$ cat config.mk
export PLATFORM = sky130hd
export DESIGN_NAME = acum_frame_ctrl
export DESIGN_NICKNAME = d
export VERILOG_FILES = /design/src/rtl/acum_frame_ctrl.sv
export SDC_FILE = /design/constraint.sdc
export NUM_CORES = 1
export LEC_CHECK = 0
export ABC_AREA = 0
export CAP_MARGIN = 20
export CORE_AREA = 2 2 44 46
export CTS_BUF_LIST = sky130_fd_sc_hd__clkbuf_8
export CTS_CLUSTER_SIZE = 30
export DETAILED_ROUTE_END_ITERATION = 7
export DIE_AREA = 0 0 46 48
export HOLD_SLACK_MARGIN = 0.1
export PLACE_DENSITY = 0.79
export SLEW_MARGIN = 20
export SYNTH_ARGS = -nofsm -noshare
export SYNTH_HDL_FRONTEND = slang
export SYNTH_SLANG_ARGS = --single-unit
$ cat constraint.sdc
create_clock -name clk -period 2 [get_ports clk]
set_input_delay 0.5 -clock clk [delete_from_list [all_inputs] [get_ports clk]]
set_output_delay 0.5 -clock clk [all_outputs]
set_load 0.005 [all_outputs]
$ cat src/rtl/acum_frame_ctrl.sv
// Frame-bounded accumulator controller: start/length command, sample handshake, result handshake.
// Optional build macro ACUM_SATURATE_EN clamps the sum at 2^ACC_W-1 instead of wrapping.
module acum_frame_ctrl #(
  parameter int DATA_W = 4,
  parameter int ACC_W  = 6,
  parameter int CNT_W  = 4
) (
  input  logic              clk,
  input  logic              i_rst_n,
  input  logic              i_start,
  input  logic [CNT_W-1:0]  i_len,
  input  logic [DATA_W-1:0] i_data,
  input  logic              i_valid,
  output logic              o_ready,
  output logic [ACC_W-1:0]  o_result,
  output logic              o_overflow,
  output logic              o_valid,
  input  logic              i_ready,
  output logic              o_busy
);

  typedef enum logic [1:0] {
    IDLE  = 2'd0,
    ACCUM = 2'd1,
    DONE  = 2'd2
  } state_t;

  localparam logic [CNT_W-1:0] CNT_ONE  = CNT_W'(1);
  localparam logic [CNT_W-1:0] CNT_ZERO = {CNT_W{1'b0}};
  localparam logic [ACC_W-1:0] ACC_ZERO = {ACC_W{1'b0}};

  state_t             state_r, state_s;
  logic [ACC_W-1:0]   acc_r, acc_s;
  logic               ovf_r, ovf_s;
  logic [CNT_W-1:0]   cnt_r, cnt_s;
  logic [ACC_W:0]     sum_s;

  // One extra bit catches the carry out of the accumulator.
  function automatic logic [ACC_W:0] add_sample(input logic [ACC_W-1:0] acc,
                                                input logic [DATA_W-1:0] data);
    add_sample = {1'b0, acc} + (ACC_W+1)'(data);
  endfunction

  assign sum_s = add_sample(acc_r, i_data);

  // State register
  always_ff @(posedge clk or negedge i_rst_n) begin
    if (!i_rst_n) begin
      state_r <= IDLE;
    end else begin
      state_r <= state_s;
    end
  end

  // Next-state and datapath update
  always_comb begin
    state_s = state_r;
    acc_s   = acc_r;
    ovf_s   = ovf_r;
    cnt_s   = cnt_r;
    case (state_r)
      IDLE: begin
        if (i_start) begin
          acc_s   = ACC_ZERO;
          ovf_s   = 1'b0;
          cnt_s   = i_len;
          state_s = (i_len == CNT_ZERO) ? DONE : ACCUM;
        end else begin
          state_s = IDLE;
        end
      end
      ACCUM: begin
        if (i_valid) begin
          cnt_s = cnt_r - CNT_ONE;
`ifdef ACUM_SATURATE_EN
          if (sum_s[ACC_W] || ovf_r) begin
            acc_s = {ACC_W{1'b1}};
          end else begin
            acc_s = sum_s[ACC_W-1:0];
          end
`else
          acc_s = sum_s[ACC_W-1:0];
`endif
          ovf_s = ovf_r | sum_s[ACC_W];
          if (cnt_r == CNT_ONE) begin
            state_s = DONE;
          end else begin
            state_s = ACCUM;
          end
        end else begin
          state_s = ACCUM;
        end
      end
      DONE: begin
        if (i_ready) begin
          state_s = IDLE;
        end else begin
          state_s = DONE;
        end
      end
      default: begin
        state_s = IDLE;
      end
    endcase
  end

  // Datapath registers; the result holds after DONE until the next start
  always_ff @(posedge clk or negedge i_rst_n) begin
    if (!i_rst_n) begin
      acc_r <= ACC_ZERO;
      ovf_r <= 1'b0;
      cnt_r <= CNT_ZERO;
    end else begin
      acc_r <= acc_s;
      ovf_r <= ovf_s;
      cnt_r <= cnt_s;
    end
  end

  assign o_ready    = (state_r == ACCUM);
  assign o_valid    = (state_r == DONE);
  assign o_busy     = (state_r != IDLE);
  assign o_result   = acc_r;
  assign o_overflow = ovf_r;

endmodule

==> run summary, run 1 <==
The tools report the starting density of the core as 47.7%. The first TritonRoute pass finished after 4 iterations. Measured against its own limit, the worst slew margin works out to 61.2%. Of the synthesized area, sequential elements account for 40.4%. Setup violations remaining at the end of the flow were counted as 0. For the total power, the log shows 1.58 mW. For the worst-skew pair, the clock arrives at the later sink with an insertion delay of 0.24 ns.

The logs give 2900 µm for the first-pass GRT wire length and 92 µm for the total met3 wirelength after detailed routing. The total number of clock tree sinks came out at 13. The data arrival time of the critical path came out at 2.10 ns. DRC violations left: 0. The first routing iteration left 10 violations. The number of different library cells in the post-synthesis netlist was 33; the period utilization was 98.6%. The transition time at the pin with the least slew margin was 0.581 ns; the net count of the mapped netlist was 106. Yosys mapped a number of flops with a built-in enable equal to 0. The area growth from synthesis to layout was 43.3%. In this run the worst setup path terminates at o_overflow. The synthesized area per cell works out to 9.37 µm².

The congestion estimate from routability-driven global placement came to 0.839. In this run the worst setup path begins at i_data[0]. The final critical-path required period works out to 1.97 ns. The final count of hold timing violations is 0, and the clock-pin slew on the worst setup and hold paths is 0.05 ns. Wires add up to 1820 µm. The startpoint identified for the worst register-to-register timing path is o_result[0]. In the global route stage, overall resource usage came out at 18.9%. The number of antenna violations at the first check in global routing was 0. For this run, the number of Yosys warnings is 0. After detailed routing, the average wire length per cell comes to 13.4 µm.

The path class of the tightest hold or removal check is reg -> reg. The count of nets left with antenna violations once routing finished came out at 0. The die outline area came out at 0.00221 mm².

TritonCTS built the clock tree. The smallest hold slack was 0.501 ns; the setup skew after layout was 0.00249 ns. After global routing the overflow that remains totals 0. The max-capacitance violation count was 0. Proportion of register bits with asynchronous set or reset after synthesis: 100%.

The highest metal layer carrying signal wires in the routed design is met4. The run finished with clean final reports. Entering global routing, the biggest net connects 14 pins. The post-layout utilization of the core is 68.4%.

The tree is rooted in a sky130_fd_sc_hd__clkbuf_8. Setup slack on the worst reg-to-reg path comes out at 0.31 ns. The startpoint class of the critical path is a primary input. Counting every instance in the synthesized netlist gives 86. Kind of critical path: in -> reg. The die is 46 µm wide. For the antenna cell count, the log shows 0. The highest ir drop seen on vdd is 661 µV, and the count of state elements after synthesis is 13.

The tools report the HPWL after detailed placement as 1400 µm. Row generation in the floorplan step produced 15 rows. The worst hold path startpoint is o_result[0]. The run gives 1 as the CTS H-tree depth. Buffers inserted during clock tree synthesis total 3. Die boundary height: 48 µm. Counting cells, the worst reg-to-reg path comes to 6. Highest achievable clock rate: 507 MHz.

The logs give 933 µm for the detailed route wirelength on metal2 and 763 for the total number of vias. Pin placement for this block handled 23 I/O pins. The fraction of final layout cells with drive strength greater than 1 is 14.3%, and the total number of nets in the final design is 140.

The tools report the number of global-route vias before repair as 727. Peak fanout along the critical path: 3. The logs give 0 for the max-slew violation count and 2.13 ns for the required time at the worst-slack endpoint. In this run the standard cell core region covers 0.00169 mm².

The endpoint identified for the worst register-to-register timing path is o_overflow. After detailed routing, the wire length on met1 is 786 µm. The worst setup path is captured at a flop. The detailed-route vias per instance is 5.61, and the buffer levels on the longest clock path is 2. In this run the cell area of the synthesized design comes to 806 µm². The number of buffers added on ports came out at 22. The leading register cell type out of synthesis was sky130_fd_sc_hd__dfrtp_1. For this design the static power due to leakage is 0.547 nW. Power spread over the standard cell area amounts to 1370 mW/mm².
==> timing repair <==
action	CTS	global route
gates resized for setup	0	3
hold buffers	0	0
setup endpoints to repair	0	3
setup buffers	0	2
==> sequential cells by signal (all words and copies together) (netlist names) <==
register,flops
o_overflow,1
state_r,2
o_result,6
cnt_r,4
==> routing by layer <==
metal  vias to the layer above  GRT usage, %
met5                         -             0
met4                         0          10.3
met3                         2          3.77
li1                        373             -
met2                        24          32.8
met1                       364          21.8
==> kinds of logic (layout without fill, tap and decap cells) <==
group	after synthesis	in the layout	synth area share, %
adder cells (fa/ha/maj)	7	7	11.8
XOR/XNOR	1	1	1.09
multiplexers	4	4	5.12
buffers and inverters	6	39	3.42
flip-flops	13	13	40.4
AO/OA/AOI/OAI	23	23	19.1
AND/OR/NAND/NOR	32	32	19.1
==> power breakdown <==
part | internal, mW | switching (mW)
registers | 0.377 | 0.105
clock network | 0.135 | 0.0871
logic | 0.473 | 0.400
total | 0.985 | 0.593
==> cells in the mapped netlist (3+ instances only) <==
cell	number	area (µm²)
sky130_fd_sc_hd__mux2i_1	3	30.0
sky130_fd_sc_hd__a21oi_1	4	20.0
sky130_fd_sc_hd__ha_1	6	75.1
sky130_fd_sc_hd__nand2_1	12	45.0
sky130_fd_sc_hd__nor2_1	5	18.8
sky130_fd_sc_hd__dfrtp_1	13	325
sky130_fd_sc_hd__nand3_1	4	20.0
sky130_fd_sc_hd__inv_1	3	11.3
sky130_fd_sc_hd__o21ai_0	7	35.0
==> worst min path at each step <==
stage / to / slack, ns / cells after the start
floorplan: cnt_r[0] / 0.20 / 0
global placement: o_result[0] / 0.49 / 2
detailed placement: o_result[0] / 0.50 / 2
CTS: o_result[0] / 0.51 / 2
global route: o_overflow / 0.54 / 1
finish: o_result[0] / 0.50 / 2
==> worst max-delay path: stages <==
cell and delay [ns]:
sky130_fd_sc_hd__clkdlybuf4s50_1 0.40, sky130_fd_sc_hd__ha_1 0.23, sky130_fd_sc_hd__fa_1 0.39, sky130_fd_sc_hd__a21o_1 0.18, sky130_fd_sc_hd__a21oi_2 0.17, sky130_fd_sc_hd__nor3_1 0.07
sky130_fd_sc_hd__o21a_1 0.16
==> through the flow <==
stage | setup WS (ns) | setup TNS (ns) | cells | cell area [µm²]
2_1_floorplan | 0.217 | 0 | 86 | 806
3_3_place_gp | -0.217 | -0.528 | 130 | 1090
3_5_place_dp | -0.262 | -0.742 | 130 | 1090
4_1_cts | 0.00362 | 0 | 134 | 1130
5_1_grt | -0.0138 | -0.0138 | 136 | 1150
6_report | 0.0271 | 0 | 136 | 1150
==> cell type report <==
cell class	instances	area, µm²
multi-input cells	67	457
flip-flops and latches	13	327
well taps	17	21.3
clock inverters	1	3.75
repair buffers	31	290
inverters	4	15.0
clock buffers	3	41.3
fillers	143	534
==> cells in the final DEF (no fill, tap or decap), types with 2 or more instances in the layout <==
cell / n
sky130_fd_sc_hd__mux2i_1: 3
sky130_fd_sc_hd__clkbuf_8: 3
sky130_fd_sc_hd__a211oi_1: 2
sky130_fd_sc_hd__nor3_1: 2
sky130_fd_sc_hd__nand2_1: 12
sky130_fd_sc_hd__nand3_1: 4
sky130_fd_sc_hd__ha_1: 6
sky130_fd_sc_hd__a21o_1: 2
sky130_fd_sc_hd__inv_1: 4
sky130_fd_sc_hd__o211ai_1: 2
sky130_fd_sc_hd__o21ai_0: 7
sky130_fd_sc_hd__a21oi_1: 3
sky130_fd_sc_hd__dfrtp_1: 12
sky130_fd_sc_hd__nand2b_1: 2
sky130_fd_sc_hd__buf_4: 9
sky130_fd_sc_hd__clkdlybuf4s50_1: 21
sky130_fd_sc_hd__nor2_1: 5
Power figures use the tool's default switching activity.
==> run 2, diff against run 1 <==
CTS_CLUSTER_SIZE = 25   (was 30)
REMOVE_ABC_BUFFERS = 1   (was default)
==> run 2 against run 1 <==
- cell count unchanged
- critical path depth unchanged
- utilization increased by 0.074 points
- combinational power decreased by 1%
- power decreased by 0.37%
- sequential share of layout area decreased by 0.14 points
- non-clock buffer count unchanged
- critical endpoint unchanged
==> run summary, run 2 (synthesis gave the netlist of run 1 again) <==
For this block, the initial DRC count from the detailed router was 8. The pre-antenna-repair detailed-routing pass consisted of 4 iterations. Entering global routing, the biggest net connects 14 pins.

The leakage power was 0.548 nW; the worst-case headroom to the max-slew limit was 60.1%. For this run the aggregate overflow at the end of global routing stands at 0. Across the whole layout, storage elements account for 325 µm². For this design, the CTS-stage hold fixing added 0 buffers. The number of antenna violations at the first check in global routing was 0.

The clock passes through at most 2 buffers. The clock period could shrink to 1.93 ns. The max-slew violation count was 0; the antenna cell count was 0. The most used routing layer in global routing is met2. The detailed-route vias per instance came out at 5.43. Dividing the detail-routed wire length by the instance count gives 13.6 µm. The placer congestion estimate came out at 0.863. The data arrival time of the critical path was 2.07 ns. Required time at the worst-slack endpoint: 2.13 ns. The tools report the number of buffers inserted during clock tree synthesis as 3.

The run finished with clean final reports. The most common cell after layout, fill and taps aside is sky130_fd_sc_hd__clkdlybuf4s50_1. The area growth from synthesis to layout is 43.5%. The total power came out at 1.57 mW.

After detailed routing, the number of remaining DRC violations is 0. Global routing consumed, on the met1 layer, 22.0% of the routing resources. Setup violations remaining at the end of the flow were counted as 0. The highest achievable clock rate came out at 517 MHz. The first global-routing pass estimated 2820 µm of wire.

The root buffer cell chosen for the clock tree is sky130_fd_sc_hd__clkbuf_8. The die boundary height is 48 µm, and the number of global-route vias before repair is 711. The detail route stage leaves a number of antenna-violating nets equal to 0. In this run the standard cell core region covers 0.00169 mm². The run gives 0 as the final count of hold timing violations.

In the layout the commonest cells are 21 x sky130_fd_sc_hd__clkdlybuf4s50_1, 13 x sky130_fd_sc_hd__dfrtp_1, 12 x sky130_fd_sc_hd__nand2_1, 9 x sky130_fd_sc_hd__buf_4, 7 x sky130_fd_sc_hd__o21ai_0. The CTS H-tree depth was 1. For this configuration, the core starts out at a cell density of 47.7%. Setup repair after global routing left no endpoint under its margin.

The filler cells instantiated in the layout total 142. Worst-case setup slack after placement: -0.250 ns. Along the worst path, the maximum fanout reaches 3. In this run the worst hold path is classified as reg -> reg. Wires add up to 1850 µm.

Across the VDD grid, the largest voltage drop is 718 µV. The worst setup path is captured at a flop. From left edge to right edge, the die measures 46 µm. Of the cells placed in the final design, the portion with a size suffix greater than 1 is 14.3%. In the global route stage, met2 resource usage came out at 30.0%. Counting every sink on the clock net gives 13. The aggregate global-route resource usage is 18.4%. Between clock sinks in the finished design, the worst skew comes to 0.00156 ns. Transition time at the pin with the least slew margin: 0.596 ns. TritonCTS built the clock tree. The total number of nets in the final design was 140. The startpoint class of the critical path was a primary input.

The routed layout has 738 vias. The floorplan has 15 rows. The floorplan step defined a die boundary enclosing 0.00221 mm².

For met3 alone, demand over resource in global routing was 4.91%. The post-layout utilization of the core is 68.4%. Period utilization: 96.6%. The footprint of the multi-input gates is 459 µm², and the clock-pin slew on the worst setup and hold paths is 0.05 ns. The number of primary I/O pins is 23. The run gives 0.0672 ns as the final worst slack. Clock latency on the worst-skew pair, taken at its later pin, is 0.24 ns. Number of buffers added on ports: 22. Once detailed placement completed, the half-perimeter wirelength came to 1430 µm.

The tool flagged a number of max-cap violations equal to 0. The register with the most flip-flops in the layout has 6 of them. Dividing total power by cell area gives a power density of 1360 mW/mm². The kind of critical path was in -> reg.
[run 2: layout make-up]
| class | count | area share, % |
|---|---|---|
| clock inverters | 1 | 0.325 |
| clock buffers | 3 | 3.57 |
| multi-input cells | 67 | 39.7 |
| well taps | 17 | 1.84 |
| inverters | 4 | 1.30 |
| repair buffers | 31 | 25.1 |
| flip-flops and latches | 13 | 28.1 |
[run 2: final timing paths]
kind | startpoint | endpoint | slack, ns | depth (start not counted)
min in group asynchronous | i_rst_n | o_result[3] | 0.64 | 1
max | i_data[0] | o_overflow | 0.07 | 7
max in group asynchronous | i_rst_n | o_result[0] | 0.98 | 1
max reg2reg | o_result[0] | o_overflow | 0.35 | 6
min | o_result[0] | o_result[0] | 0.50 | 2
min reg2reg | o_result[0] | o_result[0] | 0.50 | 2
[run 2: repair_timing]
action,4_1_cts,5_1_grt
setup buffers,1,0
resized for setup,0,3
gates cloned,0,0
pin swaps,0,0
setup endpoints to repair,1,3
[run 2: where the power goes]
part	leakage, nW	internal (mW)	switching [mW]
Clock	0.0269	0.135	0.0913
Combinational	0.358	0.469	0.391
Sequential	0.163	0.376	0.109
[run 2: worst max-delay path, cell delays in order]
cell and delay (ns):
sky130_fd_sc_hd__clkdlybuf4s50_1 0.41, sky130_fd_sc_hd__ha_1 0.23, sky130_fd_sc_hd__fa_2 0.35, sky130_fd_sc_hd__a21o_1 0.18, sky130_fd_sc_hd__a21oi_2 0.17, sky130_fd_sc_hd__nor3_1 0.07, sky130_fd_sc_hd__o21a_1 0.16
[run 2: metrics by stage]
step                      setup TNS (ns)  area [µm²]  std cells  hold WS [ns]
after floorplan                        0         793         84         0.204
after global placement            -0.558        1090        131         0.489
after detailed placement          -0.667        1090        131         0.488
after CTS                              0        1150        136         0.503
after global routing                   0        1160        136         0.533
final                                  0        1160        136         0.501
[run 2: metal layers]
metal | vias up | routed length [µm]
li1 | 371 | -
met1 | 343 | 794
met2 | 22 | 959
met3 | 2 | 86
met4 | 0 | 10
met5 | - | 0
